File: src/rtl/rf_pkg.sv
// rf_pkg: shared types and constants for the multi-port register file.
//   rf_clr_state_e - bulk-clear sequencer states
//   RF_*           - default width / depth / read-port count
//   port_lo()      - low bit of port k inside a packed per-port bus
package rf_pkg;

   typedef enum logic {
      IDLE  = 1'b0,
      CLEAR = 1'b1
   } rf_clr_state_e;

   localparam int RF_DATA_W = 8;
   localparam int RF_DEPTH  = 16;
   localparam int RF_NUM_RD = 2;

   function automatic int port_lo(input int k, input int w);
      return k * w;
   endfunction

endpackage

File: src/rtl/rf_multiport_if.sv
// rf_multiport_if: read/write/clear bus of the multi-port register file.
//   master : operand-select / ALU side (drives enables, addresses, write data, clr_req)
//   slave  : register file side (drives rd_data, rd_valid, busy, clr_done, wr_err)
// Per-port fields are packed with port k at [k*W +: W].
interface rf_multiport_if import rf_pkg::*; #(
   parameter int DATA_W = RF_DATA_W,
   parameter int DEPTH  = RF_DEPTH,
   parameter int NUM_RD = RF_NUM_RD
);
   localparam int ADDR_W = $clog2(DEPTH);

   logic [NUM_RD-1:0]        rd_en;
   logic [NUM_RD*ADDR_W-1:0] rd_sel;
   logic [NUM_RD*DATA_W-1:0] rd_data;
   logic [NUM_RD-1:0]        rd_valid;
   logic                     wr_en;
   logic [ADDR_W-1:0]        wr_sel;
   logic [DATA_W-1:0]        data_in;
   logic                     clr_req;
   logic                     busy;
   logic                     clr_done;
   logic                     wr_err;

   modport master (
      output rd_en, rd_sel, wr_en, wr_sel, data_in, clr_req,
      input  rd_data, rd_valid, busy, clr_done, wr_err
   );

   modport slave (
      input  rd_en, rd_sel, wr_en, wr_sel, data_in, clr_req,
      output rd_data, rd_valid, busy, clr_done, wr_err
   );

endinterface

File: src/rtl/rf_read_port.sv
// rf_read_port: one registered read port of rf_multiport.
//   clk, reset          - clock, synchronous active-high reset
//   rd_en, rd_sel       - read request for this port
//   busy                - bulk clear in progress (reads return 0)
//   wr_acc, wr_sel,
//   wr_data             - accepted write this cycle, used for write-first bypass
//   mem_flat            - flattened storage array, entry i at [i*DATA_W +: DATA_W]
//   rd_data, rd_valid   - registered result, one cycle after rd_en
module rf_read_port import rf_pkg::*; #(
   parameter  int DATA_W  = RF_DATA_W,
   parameter  int DEPTH   = RF_DEPTH,
   parameter  int ZERO_R0 = 0,
   localparam int ADDR_W  = $clog2(DEPTH)
) (
   input  logic                    clk,
   input  logic                    reset,
   input  logic                    rd_en,
   input  logic [ADDR_W-1:0]       rd_sel,
   input  logic                    busy,
   input  logic                    wr_acc,
   input  logic [ADDR_W-1:0]       wr_sel,
   input  logic [DATA_W-1:0]       wr_data,
   input  logic [DEPTH*DATA_W-1:0] mem_flat,
   output logic [DATA_W-1:0]       rd_data,
   output logic                    rd_valid
);

   logic [DATA_W-1:0] rd_word;
   logic [DATA_W-1:0] rd_data_d, rd_data_q;
   logic              rd_valid_d, rd_valid_q;

   // Priority: out of range, hardwired r0, clear in progress, bypass, storage.
   // The storage slice is only selected once the address is known in range.
   always_comb begin
      rd_word = '0;
      if (int'(rd_sel) >= DEPTH) begin
         rd_word = '0;
      end else if ((ZERO_R0 != 0) && (rd_sel == '0)) begin
         rd_word = '0;
      end else if (busy) begin
         rd_word = '0;
      end else if (wr_acc && (wr_sel == rd_sel)) begin
         rd_word = wr_data;
      end else begin
         rd_word = mem_flat[int'(rd_sel)*DATA_W +: DATA_W];
      end
   end

   always_comb begin
      rd_data_d  = rd_en ? rd_word : rd_data_q;
      rd_valid_d = rd_en;
   end

   always_ff @(posedge clk) begin
      if (reset) begin
         rd_data_q  <= '0;
         rd_valid_q <= 1'b0;
      end else begin
         rd_data_q  <= rd_data_d;
         rd_valid_q <= rd_valid_d;
      end
   end

   assign rd_data  = rd_data_q;
   assign rd_valid = rd_valid_q;

endmodule

File: src/rtl/rf_multiport.sv
// rf_multiport: DEPTH x DATA_W register file, NUM_RD registered read ports,
// one write port, optional hardwired-zero r0 and a one-register-per-cycle
// bulk-clear sequencer.
//   clk, reset - clock, synchronous active-high reset (clears array and sequencer)
//   bus        - rf_multiport_if slave: reads, write, clr_req, busy/clr_done/wr_err
module rf_multiport import rf_pkg::*; #(
   parameter  int DATA_W  = RF_DATA_W,
   parameter  int DEPTH   = RF_DEPTH,
   parameter  int NUM_RD  = RF_NUM_RD,
   parameter  int ZERO_R0 = 0,
   localparam int ADDR_W  = $clog2(DEPTH)
) (
   input  logic          clk,
   input  logic          reset,
   rf_multiport_if.slave bus
);

   localparam logic [ADDR_W-1:0] LAST_IDX = ADDR_W'(DEPTH - 1);

   logic [DATA_W-1:0]       mem_d [DEPTH];
   logic [DATA_W-1:0]       mem_q [DEPTH];
   logic [DEPTH*DATA_W-1:0] mem_flat;

   rf_clr_state_e     state_q;
   logic [ADDR_W-1:0] idx_q;
   logic              busy_q;
   logic              clr_done_q;
   logic              wr_acc;
   logic              wr_err_d, wr_err_q;

   logic [DATA_W-1:0] rd_data_w  [NUM_RD];
   logic              rd_valid_w [NUM_RD];

   // A write is refused while clearing, when out of range, or aimed at a
   // hardwired r0; a refused write is reported one cycle later.
   always_comb begin
      wr_acc   = bus.wr_en && !busy_q && (int'(bus.wr_sel) < DEPTH) &&
                 !((ZERO_R0 != 0) && (bus.wr_sel == '0));
      wr_err_d = bus.wr_en && !wr_acc;
   end

   // Clearing and writing never coincide: writes are refused while busy.
   always_comb begin
      mem_d = mem_q;
      if (state_q == CLEAR) begin
         mem_d[idx_q] = '0;
      end
      if (wr_acc) begin
         mem_d[bus.wr_sel] = bus.data_in;
      end
   end

   always_ff @(posedge clk) begin
      if (reset) begin
         mem_q    <= '{default: '0};
         wr_err_q <= 1'b0;
      end else begin
         mem_q    <= mem_d;
         wr_err_q <= wr_err_d;
      end
   end

   // Bulk-clear sequencer; clr_req while CLEAR is ignored.
   always_ff @(posedge clk) begin
      if (reset) begin
         state_q    <= IDLE;
         idx_q      <= '0;
         busy_q     <= 1'b0;
         clr_done_q <= 1'b0;
      end else begin
         clr_done_q <= 1'b0;
         case (state_q)
            IDLE: begin
               if (bus.clr_req) begin
                  state_q <= CLEAR;
                  idx_q   <= '0;
                  busy_q  <= 1'b1;
               end
            end
            CLEAR: begin
               if (idx_q == LAST_IDX) begin
                  state_q    <= IDLE;
                  idx_q      <= '0;
                  busy_q     <= 1'b0;
                  clr_done_q <= 1'b1;
               end else begin
                  idx_q <= idx_q + 1'b1;
               end
            end
            default: begin
               state_q <= IDLE;
               busy_q  <= 1'b0;
            end
         endcase
      end
   end

   always_comb begin
      mem_flat = '0;
      for (int i = 0; i < DEPTH; i++) begin
         mem_flat[i*DATA_W +: DATA_W] = mem_q[i];
      end
   end

   for (genvar k = 0; k < NUM_RD; k++) begin : g_rd
      localparam int SEL_LO = port_lo(k, ADDR_W);

      rf_read_port #(
         .DATA_W  (DATA_W),
         .DEPTH   (DEPTH),
         .ZERO_R0 (ZERO_R0)
      ) u_port (
         .clk      (clk),
         .reset    (reset),
         .rd_en    (bus.rd_en[k]),
         .rd_sel   (bus.rd_sel[SEL_LO +: ADDR_W]),
         .busy     (busy_q),
         .wr_acc   (wr_acc),
         .wr_sel   (bus.wr_sel),
         .wr_data  (bus.data_in),
         .mem_flat (mem_flat),
         .rd_data  (rd_data_w[k]),
         .rd_valid (rd_valid_w[k])
      );
   end

   always_comb begin
      bus.rd_data  = '0;
      bus.rd_valid = '0;
      for (int k = 0; k < NUM_RD; k++) begin
         bus.rd_data[k*DATA_W +: DATA_W] = rd_data_w[k];
         bus.rd_valid[k]                 = rd_valid_w[k];
      end
   end

   assign bus.busy     = busy_q;
   assign bus.clr_done = clr_done_q;
   assign bus.wr_err   = wr_err_q;

endmodule

File: src/flat_wrapper.sv
// flat-port wrapper written by rule: the top's interface ports become plain ports
module rf_multiport_flat import rf_pkg::*;
#(
   parameter  int DATA_W  = RF_DATA_W,
   parameter  int DEPTH   = RF_DEPTH,
   parameter  int NUM_RD  = RF_NUM_RD,
   parameter  int ZERO_R0 = 0,
   localparam int ADDR_W  = $clog2(DEPTH)
)
  (clk, reset, bus_rd_en, bus_rd_sel, bus_wr_en, bus_wr_sel, bus_data_in, bus_clr_req, bus_rd_data, bus_rd_valid, bus_busy, bus_clr_done, bus_wr_err);
  rf_multiport_if #(.DATA_W(DATA_W), .DEPTH(DEPTH), .NUM_RD(NUM_RD)) bus_i ();
  input  logic clk;
  input  logic reset;
  input wire logic [$bits(bus_i.rd_en)-1:0] bus_rd_en;
  input wire logic [$bits(bus_i.rd_sel)-1:0] bus_rd_sel;
  input wire logic [$bits(bus_i.wr_en)-1:0] bus_wr_en;
  input wire logic [$bits(bus_i.wr_sel)-1:0] bus_wr_sel;
  input wire logic [$bits(bus_i.data_in)-1:0] bus_data_in;
  input wire logic [$bits(bus_i.clr_req)-1:0] bus_clr_req;
  output wire logic [$bits(bus_i.rd_data)-1:0] bus_rd_data;
  output wire logic [$bits(bus_i.rd_valid)-1:0] bus_rd_valid;
  output wire logic [$bits(bus_i.busy)-1:0] bus_busy;
  output wire logic [$bits(bus_i.clr_done)-1:0] bus_clr_done;
  output wire logic [$bits(bus_i.wr_err)-1:0] bus_wr_err;
  assign bus_i.rd_en = bus_rd_en;
  assign bus_i.rd_sel = bus_rd_sel;
  assign bus_i.wr_en = bus_wr_en;
  assign bus_i.wr_sel = bus_wr_sel;
  assign bus_i.data_in = bus_data_in;
  assign bus_i.clr_req = bus_clr_req;
  assign bus_rd_data = bus_i.rd_data;
  assign bus_rd_valid = bus_i.rd_valid;
  assign bus_busy = bus_i.busy;
  assign bus_clr_done = bus_i.clr_done;
  assign bus_wr_err = bus_i.wr_err;
  rf_multiport #(.DATA_W(DATA_W), .DEPTH(DEPTH), .NUM_RD(NUM_RD), .ZERO_R0(ZERO_R0)) u_core (.clk(clk), .reset(reset), .bus(bus_i));
endmodule
File: config.mk
export PLATFORM = sky130hd
export DESIGN_NAME = rf_multiport_flat
export DESIGN_NICKNAME = d
export VERILOG_FILES = /design/src/rtl/rf_pkg.sv /design/src/rtl/rf_multiport_if.sv /design/src/rtl/rf_read_port.sv /design/src/rtl/rf_multiport.sv /design/src/flat_wrapper.sv
export SDC_FILE = /design/constraint.sdc
export NUM_CORES = 1
export LEC_CHECK = 0
export CAP_MARGIN = 15
export CORE_MARGIN = 2
export CORE_UTILIZATION = 55
export CTS_CLUSTER_DIAMETER = 120
export DETAILED_ROUTE_END_ITERATION = 10
export PLACE_DENSITY = 0.72
export SLEW_MARGIN = 40
export SYNTH_ARGS = -nofsm -noshare
export SYNTH_HDL_FRONTEND = slang
export SYNTH_HIERARCHICAL = 1
export SYNTH_SLANG_ARGS = --single-unit
File: constraint.sdc
create_clock -name clk -period 2.1 [get_ports clk]
set_input_delay 0.21 -clock clk [delete_from_list [all_inputs] [get_ports clk]]
set_output_delay 0.21 -clock clk [all_outputs]
set_load 0.02 [all_outputs]
==> metrics.cfg, run 1 <==
[synthesis]
synth-main-ff-cell = dfxtp_1
avgSynthCellArea_sq_um = 10.8
synth_common_cells = dfxtp_1, nor3_1, a31o_2
synth_nets = 784
synthArstFlopShare_pct = 0
synth-edff-count = 0
syn-cell-area_sq_mm = 0.00810
synth_cells = 753
ys_types = 46
synth-seq-cells = 154
synth_top_area_cell = dfxtp_1
synthMostInstantiatedCell = dfxtp_1
seq_area_frac_synth_pct = 38.0
synth_top_area_share_pct = 38.0
yosys_warnings = 6
ys_top_cells_by_area = dfxtp_1, mux4_2, mux4_1

[route]
drtIter0Drc = 1078
vias = 7168
wire_per_inst_microns = 26.2
first_pass_iters = 6
vias_per_cell = 7.23
drt_wl_total_microns = 26000
ant_nets = 0
drc = 0

[floorplanning]
die_area_sq_mm = 0.0157
core-area_sq_mm = 0.0145
ios = 47
initial_core_util_pct = 56.0
rows = 44
fp.dieW_microns = 125
die_h_microns = 125

[worst_setup_path]
path_class = register to register
crit_path_cell_trace = or4b_1, buf_4, or2_0, a31o_1
cp-endpoint = u_core/mem_flat[26]
rr_worst_depth = 4
critical-path-slowest-cell = or4b_1
cp.required_ns = 2.42
timing.rr.end = u_core/mem_flat[26]
r2r_slack_ns = 0.18
slowest_delay_ns = 0.53
worstSetupEndpointType = register
r2r-start = u_core/bus.busy
startpoint_type = register
cp_max_fo = 12
cp.arrival_ns = 2.24
startpoint = u_core/bus.busy

[global_route]
grt_max_degree = 35
gr-total-overflow = 0
grt_pass1_wl_microns = 39800
grt_pass1_vias = 6859
track_usage_pct = 33.1
antenna_found_initial = 0

[clock_tree]
cts-root-buf = clkbuf_16
cts.sinks = 154
clk_latency_ns = 0.43
cts_made_buffers = 17
cts_hold_buf = 0
clock_path_buffers = 2
htreeDepth = 4
cts_tree = built
cts_resized = 0
clk_pin_slew_ns = 0.06
cts_setup_buffers = 0

[worst_hold_path]
hp-class = input port to register

[pwr]
p_leak_uw = 0.00361
fin_total_pwr_uw = 7150
power_density_mw_per_mm2 = 735
max-vdd-ir-drop_mv = 0.567

[placement]
numPortBuffers = 46
dp.cells = 959
gp_congestion = 0.978
hpwl_microns = 18200

[sta]
fmax_mhz = 522
relSlewSlack_pct = 44.5
setup_viol = 0
hold_viol_final = 0
skew_ns = 0.00881
min_period_ns = 1.92
grt_setup_unrepaired = false
drv_slew = 0
timing.hold.ws_ns = 0.397
tightest_slew_ns = 0.829
fin_crit_sh_pct = 91.2

[status]
outcome = complete, no violations

[finish]
fin_nets = 825
diodes = 0
final_layout_size_suffix_gt1_share_pct = 27.5
area_delta_synth_final_pct = 20.0
fin_cells = 991

[run]
max_cap_violations = 0

-- area by class of cell --
class | instances | area [sq um]
fillers | 1083 | 4750
multi-input cells | 514 | 4670
flip-flops and latches | 154 | 3080
repair buffers | 104 | 1070
clock buffers | 18 | 439
well taps | 184 | 230
clock inverters | 14 | 219
inverters | 3 | 11.3
-- critical path, delay by kind of cell, from the launching register on --
| kind | cells | cell delay, ns |
|---|---|---|
| AO/OA/AOI/OAI | 1 | 0.32 |
| buffers and inverters | 1 | 0.20 |
| flip-flops | 1 | 0.31 |
| AND/OR/NAND/NOR | 2 | 0.96 |
-- worst min path at each step --
stage                              start                             end  slack [ns]  cells after the start
global route                bus_rd_en[1]  u_core/g_rd[1].u_port/rd_valid        0.40                      2
floorplan                          reset  u_core/g_rd[0].u_port/rd_valid        0.29                      1
detailed placement  u_core/mem_flat[114]            u_core/mem_flat[114]        0.46                      2
CTS                         bus_rd_en[0]  u_core/g_rd[0].u_port/rd_valid        0.39                      2
finish                      bus_rd_en[0]  u_core/g_rd[0].u_port/rd_valid        0.40                      2
global placement    u_core/mem_flat[114]            u_core/mem_flat[114]        0.45                      2
-- placed cells by master, fill, tap and decap left out, types with 4 or more instances in the layout --
master | netlist | layout
xor2_1 | 6 | 6
o211ai_1 | 8 | 8
a22oi_1 | 30 | 30
bufinv_16 | 0 | 5
nor3_1 | 99 | 99
a31o_1 | 32 | 32
nor2_1 | 9 | 9
buf_4 | 0 | 43
a31o_2 | 64 | 64
ha_1 | 5 | 5
dfxtp_1 | 154 | 154
nand2_1 | 44 | 44
nand2b_1 | 11 | 11
mux4_1 | 24 | 24
buf_12 | 2 | 15
mux4_2 | 40 | 40
or2_2 | 11 | 11
and2_1 | 20 | 20
mux2i_1 | 17 | 17
nor2b_1 | 13 | 13
a2bb2oi_1 | 8 | 8
a31oi_2 | 0 | 10
o21ai_0 | 10 | 10
a221o_1 | 16 | 16
a21oi_1 | 4 | 4
clkbuf_16 | 0 | 17
clkdlybuf4s50_1 | 0 | 44
or2_0 | 4 | 4
-- cells by family after synthesis --
group / after synthesis / synth area share, %
flops: 154 / 38.0
fa+ha+maj: 5 / 0.772
mux: 81 / 21.0
simple gates: 225 / 14.4
buf+inv: 85 / 5.17
compound gates: 195 / 19.7
xor+xnor: 8 / 0.865
-- per-layer routing --
| metal | routed length (microns) | vias up | share of wire, % | track usage, % |
|---|---|---|---|---|
| li1 | - | 3061 | - | - |
| met1 | 9810 | 3516 | 38 | 42.1 |
| met2 | 12200 | 489 | 47 | 53.9 |
| met3 | 2750 | 102 | 11 | 8.17 |
| met4 | 1190 | 0 | 4.6 | 14.8 |
| met5 | 0 | - | 0 | 0 |
-- through the flow --
stage | util [%] | TNS [ns] | worst slack (ns) | area [sq um]
global route | 67.2 | 0 | 0.0586 | 9730
global placement | 62.2 | -1.42 | -0.0923 | 9000
detailed placement | 62.3 | -2.62 | -0.120 | 9020
floorplan | - | 0 | 0.363 | 8100
CTS | 66.8 | 0 | 0.166 | 9680
finish | 67.2 | 0 | 0.185 | 9730
-- registers in the layout, indices dropped and copies added (netlist names) --
name / flops
u_core/bus.busy: 1
u_core/state_q: 1
u_core/mem_flat: 128
u_core/g_rd.u_port/rd_data: 16
u_core/bus.clr_done: 1
u_core/bus.wr_err: 1
u_core/idx_q: 4
u_core/g_rd.u_port/rd_valid: 2
-- report_power, final --
group          total [uW]  switching [uW]  internal (uW)
combinational         727             427            299
clock                3430            1280           2150
sequential           3000            40.3           2960
No activity file was read; power rests on OpenSTA's default activity.
==> run 2: changes to the inputs <==
Settings changed: PLACE_DENSITY 0.72 to 0.84, SLEW_MARGIN 40 to default.
==> metrics.cfg, run 2 (same netlist as run 1, synthesis figures left out) <==
[status]
outcome = complete, no violations

[placement]
numPortBuffers = 46  ; unchanged
place_area_sq_mm = 0.00894  ; -0.82%
gp_congestion = 1.03  ; +5.8%
hpwl_microns = 18000  ; -1.1%

[clock_tree]
htreeDepth = 4  ; unchanged
clock_path_buffers = 2  ; unchanged
clk_latency_ns = 0.43  ; about the same
cts_tree = built
cts_setup_buffers = 0  ; unchanged
cts.sinks = 154  ; unchanged
cts_resized = 0  ; unchanged
cts_made_buffers = 17  ; unchanged
clk_pin_slew_ns = 0.06  ; about the same
cts_hold_buf = 0  ; unchanged
cts-root-buf = clkbuf_16

[sta]
min_period_ns = 2.00  ; +0.0802 ns
relSlewSlack_pct = 28.7  ; -16 points
tightest_slew_ns = 1.07  ; +0.236 ns
grt_setup_unrepaired = false
skew_ns = 0.00676  ; -0.00205 ns
drv_slew = 0  ; unchanged
hold_viol_final = 0  ; unchanged
fmax_mhz = 501  ; -4.0%
fin_crit_sh_pct = 95.0  ; +3.8 points
setup_viol = 0  ; unchanged

[floorplanning]
ios = 47  ; unchanged
rows = 44  ; unchanged
initial_core_util_pct = 56.0  ; unchanged
core-area_sq_mm = 0.0145  ; unchanged
die_area_sq_mm = 0.0157  ; unchanged
fp.dieW_microns = 125  ; unchanged
die_h_microns = 125  ; unchanged

[worst_hold_path]
hp-class = input port to register
worstHoldPathCells = 2  ; unchanged

[route]
wirelength_met1_microns = 9590  ; -2.2%
first_pass_iters = 6  ; unchanged
vias = 7193  ; +0.35%
vias_per_cell = 7.25  ; +0.25%
drt_wl_total_microns = 25800  ; -0.77%
drtIter0Drc = 1098  ; +1.9%
ant_nets = 0  ; unchanged
wl_met2_microns = 11700  ; -4.0%
wire_per_inst_microns = 26.0  ; -0.87%
routed.top_layer = met4
drc = 0  ; unchanged
met3WireLength_microns = 3040  ; +11%

[worst_setup_path]
startpoint_type = register
worstSetupEndpointType = register
cp_max_fo = 8  ; -4
cp.required_ns = 2.45  ; +0.03 ns
path_class = register to register
cp.arrival_ns = 2.35  ; +0.11 ns
rr_worst_depth = 5  ; +1

[pwr]
fin_total_pwr_uw = 6900  ; -3.6%
p_leak_uw = 0.00356  ; -1.4%
power_density_mw_per_mm2 = 721  ; -2.0%
max-vdd-ir-drop_mv = 0.597  ; +5.3%

[global_route]
grt_max_degree = 34  ; -2.9%
grt_pass1_wl_microns = 39600  ; -0.33%
track_usage_pct = 32.8  ; -0.34 points
gr-total-overflow = 0  ; unchanged
grt_pass1_vias = 7007  ; +2.2%
antenna_found_initial = 0  ; unchanged

[finish]
diodes = 0  ; unchanged
fin_nets = 826  ; +0.12%
layout_common_cells = dfxtp_1, nor3_1, a31o_2
area_delta_synth_final_pct = 18.1
largest_reg_flops = 128  ; unchanged
final_common_cell = dfxtp_1
final_layout_size_suffix_gt1_share_pct = 26.5  ; -1.0 points
design_area_sq_mm = 0.00957  ; -1.6%

[run]
max_cap_violations = 0  ; unchanged

run 2: where the power goes:
group          total, uW  internal [uW]  switching (uW)
Clock               3190           1950            1240
Sequential          3000           2960            39.0
Combinational        706            285             422
Total               6900           5200            1700
run 2: cell type report:
| cell class | instances | area [sq um] |
|---|---|---|
| clock buffers | 20 | 467 |
| clock inverters | 12 | 146 |
| fillers | 1016 | 4910 |
| inverters | 3 | 11.3 |
| multi-input cells | 514 | 4610 |
| flip-flops and latches | 154 | 3080 |
| well taps | 184 | 230 |
| repair buffers | 105 | 1020 |
run 2: worst paths after layout:
kind	start	end	slack (ns)
worst max register to register	u_core/idx_q[1]	u_core/mem_flat[111]	0.10
worst min-delay path	bus_rd_en[0]	u_core/g_rd[0].u_port/rd_valid	0.39
worst max-delay path	u_core/idx_q[1]	u_core/mem_flat[111]	0.10
worst min register to register	u_core/mem_flat[106]	u_core/mem_flat[106]	0.48
run 2: layer usage:
layer  vias up  global-route usage, %
li1       3042                      -
met2       555                   51.6
met3       128                   9.67
met1      3468                   40.9
met5         -                      0
met4         0                   17.5
run 2: through the flow:
step | util [%] | worst slack (ns) | setup TNS [ns] | hold WS, ns | instances
finish | 66.1 | 0.105 | 0 | 0.391 | 992
global route | 66.1 | 0.0462 | 0 | 0.415 | 992
CTS | 66.0 | 0.0644 | 0 | 0.379 | 992
detailed placement | 61.8 | -0.126 | -3.15 | 0.469 | 960
global placement | 61.8 | -0.0389 | -0.908 | 0.448 | 960
floorplan | - | 0.363 | 0 | 0.289 | 753
run 2: critical path: stages (launching register included):
cell     delay (ns)
dfxtp_1        0.43
inv_1          0.10
ha_1           0.23
a41oi_1        0.80
nand2_1        0.17
mux2i_1        0.19
==> run 3: changes to the inputs <==
Settings changed: CORE_UTILIZATION 55 to 50, PLACE_DENSITY 0.84 to 0.79.
==> metrics.cfg, run 3 (same netlist as run 1, synthesis figures left out) <==
[floorplanning]
fp.dieW_microns = 131  ; +4.7%
initial_core_util_pct = 51.0  ; -5.0 points
die_area_sq_mm = 0.0172  ; +9.7%
core-area_sq_mm = 0.0159  ; +9.7%
die_h_microns = 131  ; +4.7%
ios = 47  ; unchanged
rows = 46  ; +4.5%

[sta]
timing.hold.ws_ns = 0.412  ; +0.0209 ns
hold_viol_final = 0  ; unchanged
skew_ns = 0.0115  ; +0.00472 ns
layout_setup_ws_ns = 0.0389  ; -0.0658 ns
drv_slew = 0  ; unchanged
relSlewSlack_pct = 30.1  ; +1.4 points
setup_viol = 0  ; unchanged
fin_crit_sh_pct = 98.1  ; +3.1 points
min_period_ns = 2.06  ; +0.0658 ns
tightest_slew_ns = 1.04  ; -0.0209 ns
fmax_mhz = 485  ; -3.2%

[route]
vias = 7096  ; -1.3%
ant_nets = 0  ; unchanged
first_pass_iters = 6  ; unchanged
vias_per_cell = 6.98  ; -3.7%
wire_per_inst_microns = 25.0  ; -3.7%
drt_wl_total_microns = 25400  ; -1.3%
drtIter0Drc = 911  ; -17%
drc = 0  ; unchanged

[clock_tree]
clk_pin_slew_ns = 0.07  ; about the same
cts-root-buf = clkbuf_16
clk_latency_ns = 0.44  ; about the same
cts_made_buffers = 17  ; unchanged
cts_setup_buffers = 0  ; unchanged
cts.sinks = 154  ; unchanged
clock_path_buffers = 2  ; unchanged
htreeDepth = 4  ; unchanged
cts_tree = built

[global_route]
grt_pass1_wl_microns = 39600  ; about the same
grt_max_degree = 33  ; -2.9%
use_met2_pct = 46.2  ; -5.4 points
grt_pass1_vias = 6859  ; -2.1%
antenna_found_initial = 0  ; unchanged
grt_use_met1_pct = 38.5  ; -2.4 points
top_usage_layer = met2
met3_usage_pct = 7.33  ; -2.3 points
gr-total-overflow = 0  ; unchanged
track_usage_pct = 30.0  ; -2.8 points

[placement]
pre_cts_ws_ns = -0.0143  ; +0.112 ns
place_area_sq_mm = 0.00904  ; +1.1%
gp_congestion = 1.02  ; -1.1%
numPortBuffers = 46  ; unchanged
hpwl_microns = 18200  ; +1.4%

[worst_hold_path]
min_from = bus_rd_en[1]
hp-class = input port to register

[finish]
largest_reg_flops = 128  ; unchanged
design_area_sq_mm = 0.00959  ; +0.22%
layout_common_cells = dfxtp_1, nor3_1, a31o_2
diodes = 0  ; unchanged
post-route-util_pct = 60.4  ; -5.7 points
fin_nets = 819  ; -0.85%
multiInputGateArea_sq_mm = 0.00461  ; -0.14%
n_fill_cell = 1249  ; +23%
final_common_cell = dfxtp_1
area_delta_synth_final_pct = 18.4
final_layout_size_suffix_gt1_share_pct = 25.6  ; -0.86 points
seq_area_sq_mm = 0.00308  ; unchanged

[worst_setup_path]
cp.arrival_ns = 2.43  ; +0.08 ns
startpoint_type = register
cp.required_ns = 2.47  ; +0.02 ns
r2r-start = u_core/idx_q[0]
worstSetupEndpointType = register
startpoint = u_core/idx_q[0]
path_class = register to register
cp_max_fo = 8  ; unchanged

[pwr]
p_leak_uw = 0.00354  ; -0.45%
power_density_mw_per_mm2 = 682  ; -5.4%
max-vdd-ir-drop_mv = 0.599  ; +0.37%

[status]
outcome = complete, no violations

[run]
max_cap_violations = 0  ; unchanged

run 3: changes by cell type in the layout (fill, tap and decap cells not counted), sizes merged:
cell | before | now
buf | 61 | 54
bufinv | 3 | 0
clkinv | 6 | 8
run 3: timing repair:
item / CTS / global route
hold endpoints to repair: 0 / 0
gates resized for setup: 0 / 1
endpoints found under the setup margin: 0 / 1
hold buffers: 0 / 0
run 3: layer usage:
metal | wire length [microns] | vias up
met5 | 0 | -
met4 | 1590 | 0
met3 | 2810 | 117
met2 | 11300 | 516
met1 | 9750 | 3430
li1 | - | 3033
run 3: final cells by class:
cell class	instances	share of cell area [%]
Clock buffer	20	4.87
Clock inverter	11	0.770
Inverter	3	0.117
Multi-Input combinational cell	514	48.0
Sequential cell	154	32.1
Tap cell	216	2.82
Timing Repair Buffer	98	11.2
run 3: path summary, 6_finish.rpt:
check / depth (start not counted) / slack, ns / to
hold reg to reg: 2 / 0.48 / u_core/mem_flat[109]
hold / removal: 2 / 0.41 / u_core/g_rd[1].u_port/rd_valid
setup / recovery: 4 / 0.04 / u_core/mem_flat[70]
setup reg to reg: 4 / 0.04 / u_core/mem_flat[70]
run 3: where the power goes:
group	total (uW)	internal [uW]	switching, uW
clock network	2820	1590	1230
registers	3000	2960	38.0
logic	723	301	421
run 3: worst max-delay path, stage by stage, from the launching register on:
cell	delay (ns)
dfxtp_1	0.46
inv_1	0.12
ha_1	0.28
a31oi_1	0.86
a31o_2	0.26
run 3: stage by stage:
stage,total power (uW),cells,TNS (ns)
CTS,6540,1016,0
global route,6730,1016,-0.00652
finish,6540,1016,0
detailed placement,3760,985,-0.0551
global placement,3740,985,-0.0402
floorplan,3450,753,0
